**config.mk**
```make
export PLATFORM = sky130hd
export DESIGN_NAME = fop_sweep_ctrl
export DESIGN_NICKNAME = d
export VERILOG_FILES = /design/src/rtl/fop_pkg.sv /design/src/rtl/fop_B.sv /design/src/rtl/fop_D.sv /design/src/rtl/fop_G.sv /design/src/rtl/fop_vote_chk.sv /design/src/rtl/fop_sweep_ctrl.sv
export SDC_FILE = /design/constraint.sdc
export NUM_CORES = 1
export LEC_CHECK = 0
export BUFFER_PORTS_ARGS = -buffer_cell sky130_fd_sc_hd__buf_2
export CORE_UTILIZATION = 49
export DETAILED_ROUTE_END_ITERATION = 10
export GPL_ROUTABILITY_DRIVEN = 0
export PLACE_DENSITY = 0.81
export SLEW_MARGIN = 30
export SYNTH_ARGS = -nofsm -noshare
export SYNTH_HDL_FRONTEND = slang
export SYNTH_HIERARCHICAL = 1
export SYNTH_SLANG_ARGS = --single-unit
```
**constraint.sdc**
```tcl
create_clock -name clk -period 2.6 [get_ports clk]
set_input_delay 0.52 -clock clk [delete_from_list [all_inputs] [get_ports clk]]
set_output_delay 0.52 -clock clk [all_outputs]
set_load 0.03 [all_outputs]
```
**src/rtl/fop_pkg.sv**
```systemverilog
// Shared definitions for the Fibonacci-or-Prime detector family and its
// self-test sequencer: sweep FSM states, code width and golden truth table.
package fop_pkg;

    localparam int FOP_W = 4;

    // Bit n set when n is in {0,1,2,3,5,7,8,11,13}.
    localparam logic [15:0] FOP_GOLDEN = 16'h29AF;

    typedef enum logic [1:0] {
        IDLE  = 2'd0,
        DRIVE = 2'd1,
        DONE  = 2'd2
    } fop_sweep_st_t;

endpackage

```
**src/rtl/fop_B.sv**
```systemverilog
// Fibonacci-or-Prime detector, behavioural lookup.
// Ports: code (4-bit input code), f (1 when code is Fibonacci or prime).
module fop_B (
    input  logic [3:0] code,
    output logic       f
);

    always_comb begin
        f = 1'b0;
        case (code)
            4'd0, 4'd1, 4'd2, 4'd3,
            4'd5, 4'd7, 4'd8, 4'd11,
            4'd13:   f = 1'b1;
            default: f = 1'b0;
        endcase
    end

endmodule

```
**src/rtl/fop_D.sv**
```systemverilog
// Fibonacci-or-Prime detector, dataflow form.
// Ports: code (4-bit input code), f (1 when code is Fibonacci or prime).
module fop_D (
    input  logic [3:0] code,
    output logic       f
);

    logic a, b, c, d;

    assign {a, b, c, d} = code;

    assign f = (~a & ~b)
             | (~a & d)
             | (~b & ~c & ~d)
             | (~b & c & d)
             | (b & ~c & d);

endmodule

```
**src/rtl/fop_G.sv**
```systemverilog
// Fibonacci-or-Prime detector, gate-level primitives.
// Ports: code (4-bit input code), f (1 when code is Fibonacci or prime).
module fop_G (
    input  logic [3:0] code,
    output logic       f
);

    logic a, b, c, d;
    logic na, nb, nc, nd;
    logic t0, t1, t2, t3, t4;

    assign {a, b, c, d} = code;

    not g_na (na, a);
    not g_nb (nb, b);
    not g_nc (nc, c);
    not g_nd (nd, d);

    // f = a'b' + a'd + b'c'd' + b'cd + bc'd
    and g_t0 (t0, na, nb);
    and g_t1 (t1, na, d);
    and g_t2 (t2, nb, nc, nd);
    and g_t3 (t3, nb, c, d);
    and g_t4 (t4, b, nc, d);
    or  g_f  (f, t0, t1, t2, t3, t4);

endmodule

```
**src/rtl/fop_vote_chk.sv**
```systemverilog
// Compares the three detector outputs against the expected bit.
// Ports: out_g/out_d/out_b (detector outputs), exp_bit (golden), fail.
module fop_vote_chk (
    input  logic out_g,
    input  logic out_d,
    input  logic out_b,
    input  logic exp_bit,
    output logic fail
);

    assign fail = (out_g != exp_bit)
                | (out_d != exp_bit)
                | (out_b != exp_bit);

endmodule

```
**src/rtl/fop_sweep_ctrl.sv**
```systemverilog
// Self-test sequencer: sweeps codes 0..15 through the three detectors,
// checks each against GOLDEN and accumulates a pass/fail summary.
// Ports: clk, rst (async high), start, fault_en, fault_idx (inputs);
//        busy, done, pass, err_cnt, fail_mask, first_fail,
//        first_fail_vld, det_in (outputs).
module fop_sweep_ctrl
    import fop_pkg::*;
#(
    parameter int unsigned SETTLE = 1,
    parameter logic [15:0] GOLDEN = FOP_GOLDEN
) (
    input  logic             clk,
    input  logic             rst,
    input  logic             start,
    input  logic             fault_en,
    input  logic [FOP_W-1:0] fault_idx,
    output logic             busy,
    output logic             done,
    output logic             pass,
    output logic [4:0]       err_cnt,
    output logic [15:0]      fail_mask,
    output logic [FOP_W-1:0] first_fail,
    output logic             first_fail_vld,
    output logic [FOP_W-1:0] det_in
);

    localparam logic [2:0] HOLD_MAX = 3'(SETTLE);

    fop_sweep_st_t    state_q;
    fop_sweep_st_t    state_d;
    logic [2:0]       hold_q;
    logic             fault_en_q;
    logic [FOP_W-1:0] fault_idx_q;

    logic out_g, out_d, out_b, out_bf;
    logic fail;
    logic sample;
    logic last;
    logic [4:0] err_nxt;

    fop_G u_fop_g (.code(det_in), .f(out_g));
    fop_D u_fop_d (.code(det_in), .f(out_d));
    fop_B u_fop_b (.code(det_in), .f(out_b));

    // Injected fault flips only the behavioural detector at one code.
    assign out_bf = out_b ^ (fault_en_q && (det_in == fault_idx_q));

    fop_vote_chk u_vote (
        .out_g   (out_g),
        .out_d   (out_d),
        .out_b   (out_bf),
        .exp_bit (GOLDEN[det_in]),
        .fail    (fail)
    );

    assign sample  = (state_q == DRIVE) && (hold_q == HOLD_MAX);
    assign last    = (det_in == 4'd15);
    assign err_nxt = err_cnt + {4'd0, fail};

    always_ff @(posedge clk or posedge rst) begin
        if (rst) state_q <= IDLE;
        else     state_q <= state_d;
    end

    always_comb begin
        state_d = state_q;
        busy    = 1'b0;
        done    = 1'b0;
        case (state_q)
            IDLE: begin
                if (start) state_d = DRIVE;
            end
            DRIVE: begin
                busy = 1'b1;
                if (sample && last) state_d = DONE;
            end
            DONE: begin
                done    = 1'b1;
                state_d = IDLE;
            end
            default: state_d = IDLE;
        endcase
    end

    always_ff @(posedge clk or posedge rst) begin
        if (rst) begin
            det_in         <= '0;
            hold_q         <= '0;
            fault_en_q     <= 1'b0;
            fault_idx_q    <= '0;
            pass           <= 1'b0;
            err_cnt        <= '0;
            fail_mask      <= '0;
            first_fail     <= '0;
            first_fail_vld <= 1'b0;
        end else if (state_q == IDLE && start) begin
            det_in         <= '0;
            hold_q         <= '0;
            fault_en_q     <= fault_en;
            fault_idx_q    <= fault_idx;
            pass           <= 1'b0;
            err_cnt        <= '0;
            fail_mask      <= '0;
            first_fail     <= '0;
            first_fail_vld <= 1'b0;
        end else if (state_q == DRIVE) begin
            if (sample) begin
                hold_q <= '0;
                if (!last) det_in <= det_in + 4'd1;
                if (fail) begin
                    fail_mask[det_in] <= 1'b1;
                    err_cnt           <= err_nxt;
                    if (!first_fail_vld) begin
                        first_fail     <= det_in;
                        first_fail_vld <= 1'b1;
                    end
                end
                // Verdict includes the final code's own result.
                if (last) pass <= (err_nxt == 5'd0);
            end else begin
                hold_q <= hold_q + 3'd1;
            end
        end
    end

endmodule
```
# --- Yosys cells after proc, flatten, opt, wreduce, memory -nomap -nowiden ---
# Memory sizes are Yosys's and may differ from the RTL's.
# Cells that the tools add are included.
totals:
  regBits: 41
  rom_bits: 32
  inputBits: 8
  out_inout_bits: 33
  elab_cells: 105
  mem_count: 2
mem_list:
  columns: ["name", "depth", "word_bits", "rd", "rd_ports_with_merged_regs", "write_ports", "line_no", "source"]
  rows:
  - ["(no name shown)", 16, 1, 1, 0, 0, "fop_sweep_ctrl.sv:52", ".exp_bit (GOLDEN[det_in]),"]
  - ["(no name shown)", 16, 1, 1, 0, 0, "fop_B.sv:10", "case (code)"]
op_classes:
  addsub: 3
  order_cmp: 2
  eq_ne: 12
  mux: 36
  bitwise_logic: 20
  reduce_logical: 20
ops:
  columns: ["operator", "n"]
  rows:
  - ["16-bit 2-to-1 mux", 4]
  - ["4-bit 2-to-1 mux", 9]
  - ["5-bit 2-to-1 mux", 4]
  - ["3-bit AND reduction", 6]
  - ["16-bit OR", 1]
  - ["1-bit 2-to-1 mux", 12]
  - ["3-bit 2-to-1 mux", 3]
  - ["1-bit AND", 8]
  - ["2-bit nonzero test", 4]
  - ["1-bit OR", 6]
  - ["5-bit by 1-bit adder with 5-bit output", 1]
  - ["1-bit logical AND", 5]
  - ["5-bit zero test", 1]
  - ["4-bit by 5-bit < comparator with 1-bit output (second input constant)", 1]
  - ["5-bit OR reduction", 1]
  - ["4-bit by 1-bit adder with 4-bit output (second input constant)", 1]
  - ["1-bit demux with 4-bit select", 1]
  - ["4-bit == test", 1]
  - ["4-bit == test (second input constant)", 1]
  - ["4-bit by 1-bit greater-or-equal comparator with 1-bit output (second input constant)", 1]
  - ["2-bit 2-to-1 mux", 2]
  - ["2-bit by 1-bit inequality test with 1-bit output (second input constant)", 2]
  - ["2-bit inequality test (second input constant)", 2]
  - ["1-bit NOT", 4]
  - ["10 further kinds", 12]

# --- Longest topological paths before layout ---
# Gate-level depths: netlist of run 1.
logic_depth:
  depth_word: 15
  ltp_mapped: 13
  ltp_nobuf: 13

# --- Modules after synthesis ---
# Netlist of run 1, hierarchy kept.
modules_own_cells:
  columns: ["module", "instances", "cells_each", "area_each_um2"]
  rows:
  - ["fop_sweep_ctrl", 1, 190, 1931.9]
  - ["fop_D", 1, 4, 43.8]
  - ["fop_G", 1, 4, 43.8]
  - ["fop_B", 1, 5, 37.5]
  - ["fop_vote_chk", 1, 3, 25.0]

# --- Worst setup path after synthesis of run 1 ---
# Ideal clock, no wire load.
synth_path:
  kind: "flip-flop to flip-flop"
  start: "register det_in[0]"
  end: "register pass"
  t_arrival_ns: 2.637
  required_ns: 2.517
  setup_slack_ns: -0.119
  path_stages_with_launch: 14
  n_path_buf: 0
  period_less_slack_ns: 2.719
  path_cell_list: "dfrtp_1 -> inv_1 -> ha_1 -> nor2_1 -> a21oi_1 -> a22oi_1 -> nor4_2 -> nor2_1 -> ha_1 -> ha_1 -> nor3_1 -> a31o_2 -> nand4_1 -> o21ai_0"
synth_via:
  elab_chain_cells: 14
  word_cells_on_any_way: 33
  cone_classes: "add/sub: 1; eq/ne: 5; mux: 5; bitwise: 12; reduce/logical: 8; memory: 2"
synth_lines:
  columns: ["item", "line_no", "source"]
  rows:
  - ["from (decl)", "fop_sweep_ctrl.sv:24", "output logic [FOP_W-1:0] det_in"]
  - ["from (signal assigned)", "fop_sweep_ctrl.sv:109", "if (!last) det_in <= det_in + 4'd1;"]
  - ["branches (longest 7 deep; another with memory read 16 x 1 bit)", null, null]
  - ["1-bit OR (*)", "fop_vote_chk.sv:13", "| (out_b != exp_bit);"]
  - ["via fail", "fop_sweep_ctrl.sv:36", "logic fail;"]
  - ["5-bit by 1-bit adder with 5-bit output (*)", "fop_sweep_ctrl.sv:58", "assign err_nxt = err_cnt + {4'd0, fail};"]
  - ["5-bit zero test (*)", "fop_sweep_ctrl.sv:119", "if (last) pass <= (err_nxt == 5'd0);"]
  - ["1-bit 2-to-1 mux (*)", "fop_sweep_ctrl.sv:119", null]
  - ["1-bit 2-to-1 mux (*)", "fop_sweep_ctrl.sv:107", "if (sample) begin"]
  - ["1-bit 2-to-1 mux (*)", "fop_sweep_ctrl.sv:106", "end else if (state_q == DRIVE) begin"]
  - ["1-bit 2-to-1 mux (*)", "fop_sweep_ctrl.sv:96", "end else if (state_q == IDLE && start) begin"]
  - ["to (signal assigned)", "fop_sweep_ctrl.sv:119", null]
  - ["to (decl)", "fop_sweep_ctrl.sv:19", "output logic pass,"]
# Mark *: on every way through the listed nets, which the timed path passes. The select of a mux whose other input is x is not followed.
# A chain may end at the register's enable or synchronous reset.

# --- Worst setup path in the final report of run 1 ---
layout_path:
  start: "register det_in[1]"
  end: "register first_fail[1]"
layout_via:
  word_cells_on_any_way: 32
  cone_classes: "eq/ne: 4; mux: 6; bitwise: 13; reduce/logical: 7; memory: 2"
layout_lines:
  columns: ["item", "line_no", "source"]
  rows:
  - ["1-bit NOT", "fop_G.sv:16", "not g_nc (nc, c);"]
  - ["3-bit AND reduction, on equally long branches", "fop_G.sv:24, fop_G.sv:22", null]
  - ["5-bit OR reduction (*)", "fop_G.sv:25", "or g_f (f, t0, t1, t2, t3, t4);"]
  - ["via out_g", "fop_sweep_ctrl.sv:35", "logic out_g, out_d, out_b, out_bf;"]
  - ["1-bit inequality test (*)", "fop_vote_chk.sv:11", "assign fail = (out_g != exp_bit)"]
  - ["1-bit OR (*)", "fop_vote_chk.sv:12", "| (out_d != exp_bit)"]
  - ["1-bit OR (*)", "fop_vote_chk.sv:13", null]
  - ["via fail", "fop_sweep_ctrl.sv:36", null]
  - ["2-bit nonzero test (no line) (*)", null, null]
  - ["4-bit AND reduction (no line) (*)", null, null]
  - ["to (signal assigned)", "fop_sweep_ctrl.sv:114", "first_fail <= det_in;"]
  - ["to (decl)", "fop_sweep_ctrl.sv:22", "output logic [FOP_W-1:0] first_fail,"]
# Mark *: on every way through the listed nets, which the timed path passes. The rest lies on a longest branch. The select of a mux whose other input is x is not followed.

==> flow_metrics.py, run 1 <==
metrics = {
    "status": {
        "outcome": "finished clean",
    },
    "yosys": {
        "yosysTopAreaCellShare_pct": 49.28,
        "syn_area_um2": 2082,
        "ys_ff_latch": 41,
        "syn_avg_cell_area_um2": 10.11,
        "synth-edff-count": 0,
        "synth_top_area_cell": "dfrtp_1",
        "yosys.cell_types.count": 45,
        "synth_flop_cell": "dfrtp_1",
        "ys_seq_area_share_pct": 49.28,
        "ys_top_cells_by_area": "dfrtp_1 49%, nand2_1 7.2%, ha_1 5.4%",
        "async_reset_ff_share_pct": 100.0,
        "syn_nets": 223,
        "synth_cells": 206,
        "yosysWarnings": 6,
    },
    "timing": {
        "tightest_slew_ns": 0.5449,
        "drv_slew": 0,
        "fmax_ghz": 0.3993,
        "holdWs_ns": 0.3356,
        "setup_violations": 0,
        "maxSlewHeadroom_pct": 63.51,
        "finClkSkew_ns": 0.004917,
        "tns_ns": 0,
        "rsz0062_at_grt": "false",
        "post-route-period-util_pct": 96.32,
        "hold_violations": 0,
        "period_minus_slack_ns": 2.504,
        "fin_ws_ns": 0.09571,
    },
    "clock_network": {
        "h-tree-depth": 2,
        "clk_latency_ns": 0.30,
        "path_clk_slew_ns": 0.08,
        "cts_tree": "built",
        "numCtsBuffers": 5,
        "cts-root-buf": "clkbuf_8",
        "clk_path_buf_depth": 2,
        "cts.sinks": 41,
    },
    "floorplan": {
        "io-pin-count": 41,
        "die_w_um": 67.19,
        "die_area_um2": 4514,
        "start_util_pct": 51.68,
        "fp.dieH_um": 67.19,
        "core_um2": 4029,
        "row_count": 23,
    },
    "detailed_routing": {
        "routed_wl_mm": 4.586,
        "drtPass1Iterations": 4,
        "drt-initial-drc-count": 156,
        "avgRoutedWirePerCell_um": 14.99,
        "drc": 0,
        "vias": 1715,
        "vias_per_cell": 5.605,
        "ant_nets": 0,
    },
    "place": {
        "portBuffers": 40,
        "dp.cells": 296,
        "dp_hpwl_mm": 3.131,
        "dpl_worst_slack_ns": -0.02303,
    },
    "pwr": {
        "p_leak_uw": 0.001271,
        "powerDensity_nw_per_um2": 1462,
        "vdd_drop_max_uv": 814.0,
    },
    "global_routing": {
        "grt_max_degree": 42,
        "grt.busiest_layer": "met2",
        "grt_pass1_vias": 1664,
        "met2_usage_pct": 37.25,
        "antenna_found_initial": 0,
        "use_met3_pct": 5.912,
        "grt_pass1_wl_mm": 7.541,
        "grt_use_total_pct": 22.69,
        "globalRoute.totalOverflow": 0,
        "use_met1_pct": 28.48,
    },
    "final_layout": {
        "multi_input_area_um2": 1056,
        "fin_nets": 273,
        "syn2layout_area_growth_pct": 23.56,
        "antenna_cells": 0,
        "stdcell_count": 306,
        "final_core_util_pct": 63.85,
        "drive_above_1_share_pct": 31.64,
        "mostFrequentLayoutCells": "40 x nand2_1, 40 x buf_2, 38 x dfrtp_1",
        "seq_area_um2": 1030,
        "fillers": 347,
    },
    "setup_path": {
        "worstPathRequired_ns": 2.79,
        "cp_max_fo": 7,
        "path_class": "reg -> reg",
        "start_kind": "flop",
        "cp-end-kind": "flop",
        "worstPathArrival_ns": 2.69,
    },
    "hold_path": {
        "min_path_type": "in -> async",
    },
    "job": {
        "cap_violations": 0,
    },
}
==> state kept, by name (all words and copies together) (netlist names) <==
signal	flops
fail_mask	16
first_fail_vld	1
hold_q	3
state_q	2
fault_en_q	1
det_in	4
pass	1
fault_idx_q	4
first_fail	4
err_cnt	5
==> stage by stage <==
step	total power, µW	instance area [µm²]
after floorplan	2510	2085
after global placement	2958	2359
after detailed placement	3006	2359
after CTS	3535	2477
after global routing	4011	2572
final	3761	2572
==> kinds of logic after synthesis <==
kind of cell	Yosys count	synth area share [%]
mux	2	0.9616
fa+ha+maj	9	5.409
xor+xnor	10	4.207
flops	41	49.28
simple gates	82	20.43
buf+inv	17	3.966
compound gates	45	15.75
==> layout make-up <==
class / instances / area share (%)
Timing Repair Buffer: 51 / 11.14
Tap cell: 50 / 2.432
Sequential cell: 41 / 40.03
Inverter: 9 / 1.313
Clock buffer: 5 / 2.675
Clock inverter: 2 / 1.362
Multi-Input combinational cell: 148 / 41.05
==> routing by layer <==
metal	part of all wire [%]	vias to the layer above
met3	3.9	7
met4	1.7	0
met5	0	-
met1	46	842
met2	48	44
li1	-	822
==> cells in the mapped netlist (4+ instances only) <==
| cell | n |
|---|---|
| nor3_1 | 4 |
| o21ai_0 | 13 |
| ha_1 | 9 |
| nand3_1 | 5 |
| a22o_1 | 6 |
| inv_1 | 9 |
| dfrtp_1 | 41 |
| xor2_1 | 5 |
| a21oi_1 | 5 |
| nand2_1 | 40 |
| nor2b_1 | 4 |
| nor2_1 | 11 |
| xnor2_1 | 5 |
==> power breakdown <==
group	switching (µW)	internal [µW]
sequential	234	904
combinational	1290	837
clock	219	279
==> worst max-delay path, cell delays in order (launching register included) <==
cell and delay, ns:
dfrtp_2 0.47, buf_6 0.15, buf_4 0.14, nor2b_1 0.13
a221oi_2 0.30, buf_4 0.18, nor4_4 0.04, nor2_4 0.15
nand4b_1 0.12, a21o_1 0.25, a21o_1 0.22, a22o_1 0.24
==> path summary, 6_finish.rpt <==
kind | startpoint | endpoint | slack (ns) | cells after the start
setup / recovery | det_in[1]$_DFFE_PP0P_ | first_fail[1]$_DFFE_PP0P_ | 0.1 | 11
setup reg to reg | det_in[1]$_DFFE_PP0P_ | first_fail[1]$_DFFE_PP0P_ | 0.1 | 11
hold / removal | rst | fail_mask[1]$_DFFE_PP0P_ | 0.34 | 3
min in group clk | fault_idx[1] | fault_idx_q[1]$_DFFE_PP0P_ | 0.41 | 3
max in group asynchronous | rst | det_in[0]$_DFFE_PP0P_ | 1.89 | 3
hold reg to reg | fail_mask[9]$_DFFE_PP0P_ | fail_mask[9]$_DFFE_PP0P_ | 0.48 | 2
==> what timing repair did <==
action,in CTS,in global routing
gates resized for setup,2,15
hold buffers,0,0
setup endpoints to repair,5,6
pin swaps,1,6
setup buffers,1,2
No activity file was read; power rests on OpenSTA's default activity.
==> run 2, diff against run 1 <==
Settings changed: CORE_UTILIZATION 49 to 25, CTS_BUF_LIST from default to sky130_fd_sc_hd__clkbuf_8, PLACE_DENSITY 0.81 to 0.5.
==> flow_metrics.py, run 2 (synthesis results as in run 1) <==
metrics = {
    "status": {
        "outcome": "finished clean",
    },
    "timing": {
        "hold_violations": 0,
        "setup_violations": 0,
        "finClkSkew_ns": 0.01042,
        "maxSlewHeadroom_pct": 64.07,
        "tightest_slew_ns": 0.5390,
        "period_minus_slack_ns": 2.503,
        "tns_ns": 0,
        "fmax_ghz": 0.3995,
        "drv_slew": 0,
        "post-route-period-util_pct": 96.28,
        "holdWs_ns": 0.3427,
        "fin_ws_ns": 0.09671,
    },
    "floorplan": {
        "fp.dieH_um": 93.26,
        "start_util_pct": 26.40,
        "die_w_um": 93.26,
        "io-pin-count": 41,
        "row_count": 32,
        "die_area_um2": 8697,
        "core_um2": 7888,
    },
    "detailed_routing": {
        "avgRoutedWirePerCell_um": 14.18,
        "ant_nets": 0,
        "vias": 1667,
        "drc": 0,
        "routed_wl_mm": 5.162,
        "drtPass1Iterations": 4,
        "vias_per_cell": 4.580,
        "drt-initial-drc-count": 75,
    },
    "pwr": {
        "p_comb_share_pct": 58.8,
        "powerDensity_nw_per_um2": 1409,
        "p_seq_share_pct": 30.1,
        "switching_share_pct": 47.24,
        "p_leak_uw": 0.001288,
        "clkPwrFrac_pct": 11.1,
        "p_int_uw": 1979,
        "p_sw_uw": 1772,
        "vdd_drop_max_uv": 370.7,
    },
    "hold_path": {
        "min_path_type": "in -> async",
    },
    "global_routing": {
        "grt_max_degree": 42,
        "grt_pass1_wl_mm": 8.473,
        "grt_pass1_vias": 1644,
        "antenna_found_initial": 0,
        "globalRoute.totalOverflow": 0,
        "grt_use_total_pct": 12.58,
    },
    "clock_network": {
        "cts-root-buf": "clkbuf_8",
        "path_clk_slew_ns": 0.08,
        "h-tree-depth": 2,
        "cts.sinks": 41,
        "numCtsBuffers": 5,
        "cts_tree": "built",
        "clk_path_buf_depth": 2,
        "clk_latency_ns": 0.30,
        "ctsHoldBuffers": 0,
    },
    "final_layout": {
        "reg.largest.list": "fail_mask: 16 flops, err_cnt: 5 flops",
        "largest_reg_flops": 16,
        "antenna_cells": 0,
        "top_register": "fail_mask",
        "syn2layout_area_growth_pct": 27.82,
        "fillers": 822,
        "fin_nets": 278,
        "stdcell_count": 364,
        "mostFrequentLayoutCells": "40 x nand2_1, 40 x buf_2, 38 x dfrtp_1",
        "drive_above_1_share_pct": 32.44,
    },
    "setup_path": {
        "start_kind": "flop",
        "worstPathRequired_ns": 2.78,
        "cp_max_fo": 6,
        "crit_path_top_delay_cell": "dfrtp_2",
        "crit_path_frequent_cell": "buf_4",
        "cp-end-kind": "flop",
        "path_cells": "buf_4 -> buf_4 -> nor2b_1 -> a221oi_2 -> buf_4 -> nor4_4 -> nor2_4 -> nand4b_1 -> a21o_1 -> a21o_1 -> a22o_1",
        "worstPathArrival_ns": 2.69,
        "max_stage_delay_ns": 0.46,
        "path_class": "reg -> reg",
    },
    "place": {
        "portBuffers": 40,
        "dp_hpwl_mm": 3.550,
        "dpl_worst_slack_ns": 0.03117,
        "dp.cells": 350,
    },
    "job": {
        "cap_violations": 0,
    },
}
run 2: changes by cell type in the layout (fill, tap and decap cells not counted), sizes merged:
cell / previous run / this run
buf: 51 / 56
bufinv: 1 / 0
clkinv: 1 / 2
clkinvlp: 0 / 1
run 2: timing repair:
action	CTS	global route
setup endpoints to repair	0	8
resized for setup	0	15
hold endpoints to repair	0	0
setup buffers	0	6
run 2: path summary, 6_finish.rpt:
check / startpoint / depth (start not counted) / endpoint / slack, ns
min in group clk: fault_idx[1] / 3 / fault_idx_q[1]$_DFFE_PP0P_ / 0.41
max: det_in[1]$_DFFE_PP0P_ / 11 / first_fail[1]$_DFFE_PP0P_ / 0.1
min: rst / 3 / fail_mask[3]$_DFFE_PP0P_ / 0.34
max reg2reg: det_in[1]$_DFFE_PP0P_ / 11 / first_fail[1]$_DFFE_PP0P_ / 0.1
max in group asynchronous: rst / 3 / det_in[1]$_DFFE_PP0P_ / 1.85
min reg2reg: fail_mask[8]$_DFFE_PP0P_ / 2 / fail_mask[8]$_DFFE_PP0P_ / 0.48
run 2: cell type report:
class	instances	area [µm²]	share of cell area (%)
clock buffer	5	68.82	2.586
multi-input combinational	148	1051	39.49
timing repair buffer	56	332.8	12.51
inverter	9	33.78	1.269
sequential	41	1030	38.69
tap	102	127.6	4.795
clock inverter	3	17.52	0.6582
run 2: stage by stage:
| stage | area (µm²) | util, % | total power, µW |
|---|---|---|---|
| 2_1_floorplan | 2085 | - | 2510 |
| 3_3_place_gp | 2451 | 31.08 | 3100 |
| 3_5_place_dp | 2451 | 31.08 | 3117 |
| 4_1_cts | 2537 | 32.17 | 3544 |
| 5_1_grt | 2661 | 33.74 | 4053 |
| 6_report | 2661 | 33.74 | 3751 |
run 2: power by group through the flow:
stage | clock network, µW | registers, µW | logic [µW]
after floorplan | 0 | 1510 | 997
after global placement | 0 | 1150 | 1950
after detailed placement | 0 | 1150 | 1970
after CTS | 430 | 1130 | 1980
after global routing | 461 | 1170 | 2420
final | 417 | 1130 | 2210
run 2: layer usage:
metal | part of all wire, % | wire [µm] | track usage (%) | vias up
li1 | - | - | - | 834
met5 | 0 | 0 | 0 | -
met1 | 51 | 2625 | 18.02 | 789
met4 | 0.91 | 47 | 3.974 | 0
met2 | 43 | 2232 | 18.44 | 39
met3 | 5.0 | 256 | 3.171 | 5
run 2: critical path, delay by kind of cell (launching register included):
| family | cells | cell delay (ns) |
|---|---|---|
| simple gates | 4 | 0.44 |
| compound gates | 4 | 1.02 |
| buf+inv | 3 | 0.47 |
| flops | 1 | 0.46 |
==> run 3, diff against run 2 <==
Settings changed: ABC_AREA from default to 1.
Clock period 2.6 ns to 2.03 ns, I/O delays scaled along.
==> flow_metrics.py, run 3 <==
metrics = {
    "global_routing": {
        "grt_pass1_wl_mm": 9.646,
        "grt_pass1_vias": 2047,
        "grt_max_degree": 42,
        "grt_use_total_pct": 12.43,
        "antenna_found_initial": 0,
        "globalRoute.totalOverflow": 0,
    },
    "clock_network": {
        "clk_latency_ns": 0.29,
        "numCtsBuffers": 5,
        "cts.sinks": 41,
        "path_clk_slew_ns": 0.09,
        "ctsHoldBuffers": 0,
        "cts_tree": "built",
        "h-tree-depth": 2,
        "clk_path_buf_depth": 2,
        "cts-root-buf": "clkbuf_8",
    },
    "detailed_routing": {
        "ant_nets": 0,
        "routed_wl_mm": 5.786,
        "vias": 2068,
        "avgRoutedWirePerCell_um": 12.31,
        "drt-initial-drc-count": 69,
        "drc": 0,
        "drtPass1Iterations": 4,
        "vias_per_cell": 4.400,
    },
    "floorplan": {
        "core_um2": 8763,
        "start_util_pct": 26.00,
        "die_w_um": 97.47,
        "die_area_um2": 9499,
        "io-pin-count": 41,
        "fp.dieH_um": 97.47,
        "row_count": 34,
    },
    "pwr": {
        "vdd_drop_max_uv": 478.3,
        "p_leak_uw": 0.001638,
        "powerDensity_nw_per_um2": 1833,
    },
    "yosys": {
        "synth_cells": 292,
        "ys_seq_area_share_pct": 45.03,
        "syn_area_um2": 2278,
        "ys_top_cells_by_area": "dfrtp_1 45%, nand2_1 17%, inv_1 5.6%",
        "synth-edff-count": 0,
        "synth.most_common_cell": "nand2_1",
        "yosys.cell_types.count": 28,
        "synthTopCellsByCount": "103 x nand2_1, 41 x dfrtp_1, 34 x inv_1",
        "syn_avg_cell_area_um2": 7.803,
        "yosysWarnings": 6,
        "syn_nets": 309,
        "async_reset_ff_share_pct": 100.0,
        "synth_top_area_cell": "dfrtp_1",
        "yosysTopAreaCellShare_pct": 45.03,
        "synth_flop_cell": "dfrtp_1",
        "ys_ff_latch": 41,
    },
    "timing": {
        "drv_slew": 0,
        "setup_violations": 27,
        "fin_ws_ns": -0.2218,
        "holdWs_ns": 0.2360,
        "post-route-period-util_pct": 110.9,
        "fmax_ghz": 0.4441,
        "maxSlewHeadroom_pct": 64.36,
        "tns_ns": -2.550,
        "finClkSkew_ns": 0.01135,
        "rsz0062_at_grt": "true",
        "hold_violations": 0,
        "period_minus_slack_ns": 2.252,
        "tightest_slew_ns": 0.5346,
    },
    "final_layout": {
        "fin_nets": 378,
        "final_area_um2": 3078,
        "drive_above_1_share_pct": 34.81,
        "fillers": 950,
        "layout.cells.most_common": "nand2_1",
        "largest_reg_flops": 16,
        "top_register": "fail_mask",
        "mostFrequentLayoutCells": "98 x nand2_1, 40 x buf_2, 38 x dfrtp_1",
        "syn2layout_area_growth_pct": 35.09,
        "reg.largest.list": "fail_mask: 16 flops, err_cnt: 5 flops",
        "stdcell_count": 470,
        "antenna_cells": 0,
    },
    "place": {
        "placed_cell_area_um2": 2779,
        "dp.cells": 456,
        "portBuffers": 40,
        "dp_hpwl_mm": 4.156,
        "dpl_worst_slack_ns": -0.2264,
    },
    "setup_path": {
        "r2r-end": "pass$_DFFE_PP0P_",
        "cp-end-kind": "flop",
        "path_class": "reg -> reg",
        "r2r_start": "det_in[0]$_DFFE_PP0P_",
        "reg2regPathDepth": 13,
        "rrSetupSlack_ns": -0.22,
        "worstPathArrival_ns": 2.48,
        "start_kind": "flop",
        "worstPathRequired_ns": 2.26,
        "cp_max_fo": 4,
    },
    "status": {
        "outcome": "finished, violations left",
        "violations": "negative setup slack",
    },
    "hold_path": {
        "min_path_type": "in -> async",
    },
    "job": {
        "cap_violations": 0,
    },
}
run 3: cell count changes in the layout (fill, tap and decap cells not counted), moves of 5 or more:
cell,previous run,this run
a22o_1,6,0
buf_4,15,20
buf_6,0,5
inv_1,9,29
inv_2,0,6
nand2_1,40,98
nand2_4,0,5
nand3_1,5,13
nand4_1,1,7
nor2_1,10,25
o21ai_0,12,6
o21ai_1,1,7
o21ai_2,0,12
run 3: worst max-delay path by stage:
stage | from | endpoint | slack [ns] | cells past startpoint
floorplan | det_in[1]$_DFFE_PP0P_ | pass$_DFFE_PP0P_ | -0.28 | 19
global placement | det_in[0]$_DFFE_PP0P_ | pass$_DFFE_PP0P_ | -0.19 | 17
detailed placement | det_in[0]$_DFFE_PP0P_ | pass$_DFFE_PP0P_ | -0.23 | 19
CTS | det_in[0]$_DFFE_PP0P_ | pass$_DFFE_PP0P_ | -0.21 | 19
global route | det_in[0]$_DFFE_PP0P_ | pass$_DFFE_PP0P_ | -0.39 | 17
finish | det_in[0]$_DFFE_PP0P_ | pass$_DFFE_PP0P_ | -0.22 | 13
run 3: through the flow:
step           utilization, %  power (µW)
2_1_floorplan               -        3466
3_3_place_gp            31.71        4375
3_5_place_dp            31.71        4397
4_1_cts                 34.18        5422
5_1_grt                 35.12        6095
6_report                35.12        5642
run 3: routing by layer:
layer	GRT usage [%]	up-vias	wire length (µm)
met2	19.63	43	2669
li1	-	1057	-
met5	0	-	0
met1	17.25	964	2868
met3	2.518	4	198
met4	3.394	0	50
run 3: where the power goes:
part	internal (µW)	leakage, µW	switching [µW]
clock network	368	0.0000543	306
registers	1160	0.000528	267
logic	1370	0.00106	2170
total	2900	0.00164	2750
run 3: critical path, stage by stage, from the launching register on:
cell and delay (ns):
dfrtp_4 0.51, inv_1 0.12, ha_1 0.26, o221ai_1 0.26, nand2_1 0.11, o21ai_2 0.07
nand2_2 0.09, ha_4 0.18, ha_4 0.22, nor2_4 0.08, nand3_2 0.06, nor2_1 0.09
nand3_1 0.08, nand2_1 0.06
run 3: final cells by class:
cell class	instances	area (µm²)	share of cell area [%]
Multi-Input combinational cell	209	1197	38.90
Sequential cell	41	1032	33.54
Timing Repair Buffer	67	451.7	14.67
Inverter	37	146.4	4.756
Tap cell	108	135.1	4.390
Clock buffer	5	68.82	2.236
Clock inverter	3	46.29	1.504
run 3: timing repair:
item                                   CTS  global route
resized for setup                       22            14
endpoints found under the hold margin    0             0
setup endpoints to repair               15            27
setup buffers                            5             1
pin swaps                               10            12
cloned                                   0             1
run 3: logic make-up (layout without fill, tap and decap cells):
family	count (synthesis)	in the layout	share of synthesized area, %
compound gates	37	37	10.60
xor+xnor	1	1	0.3845
fa+ha+maj	9	9	4.942
buf+inv	42	112	8.128
flops	41	41	45.03
simple gates	162	162	30.92
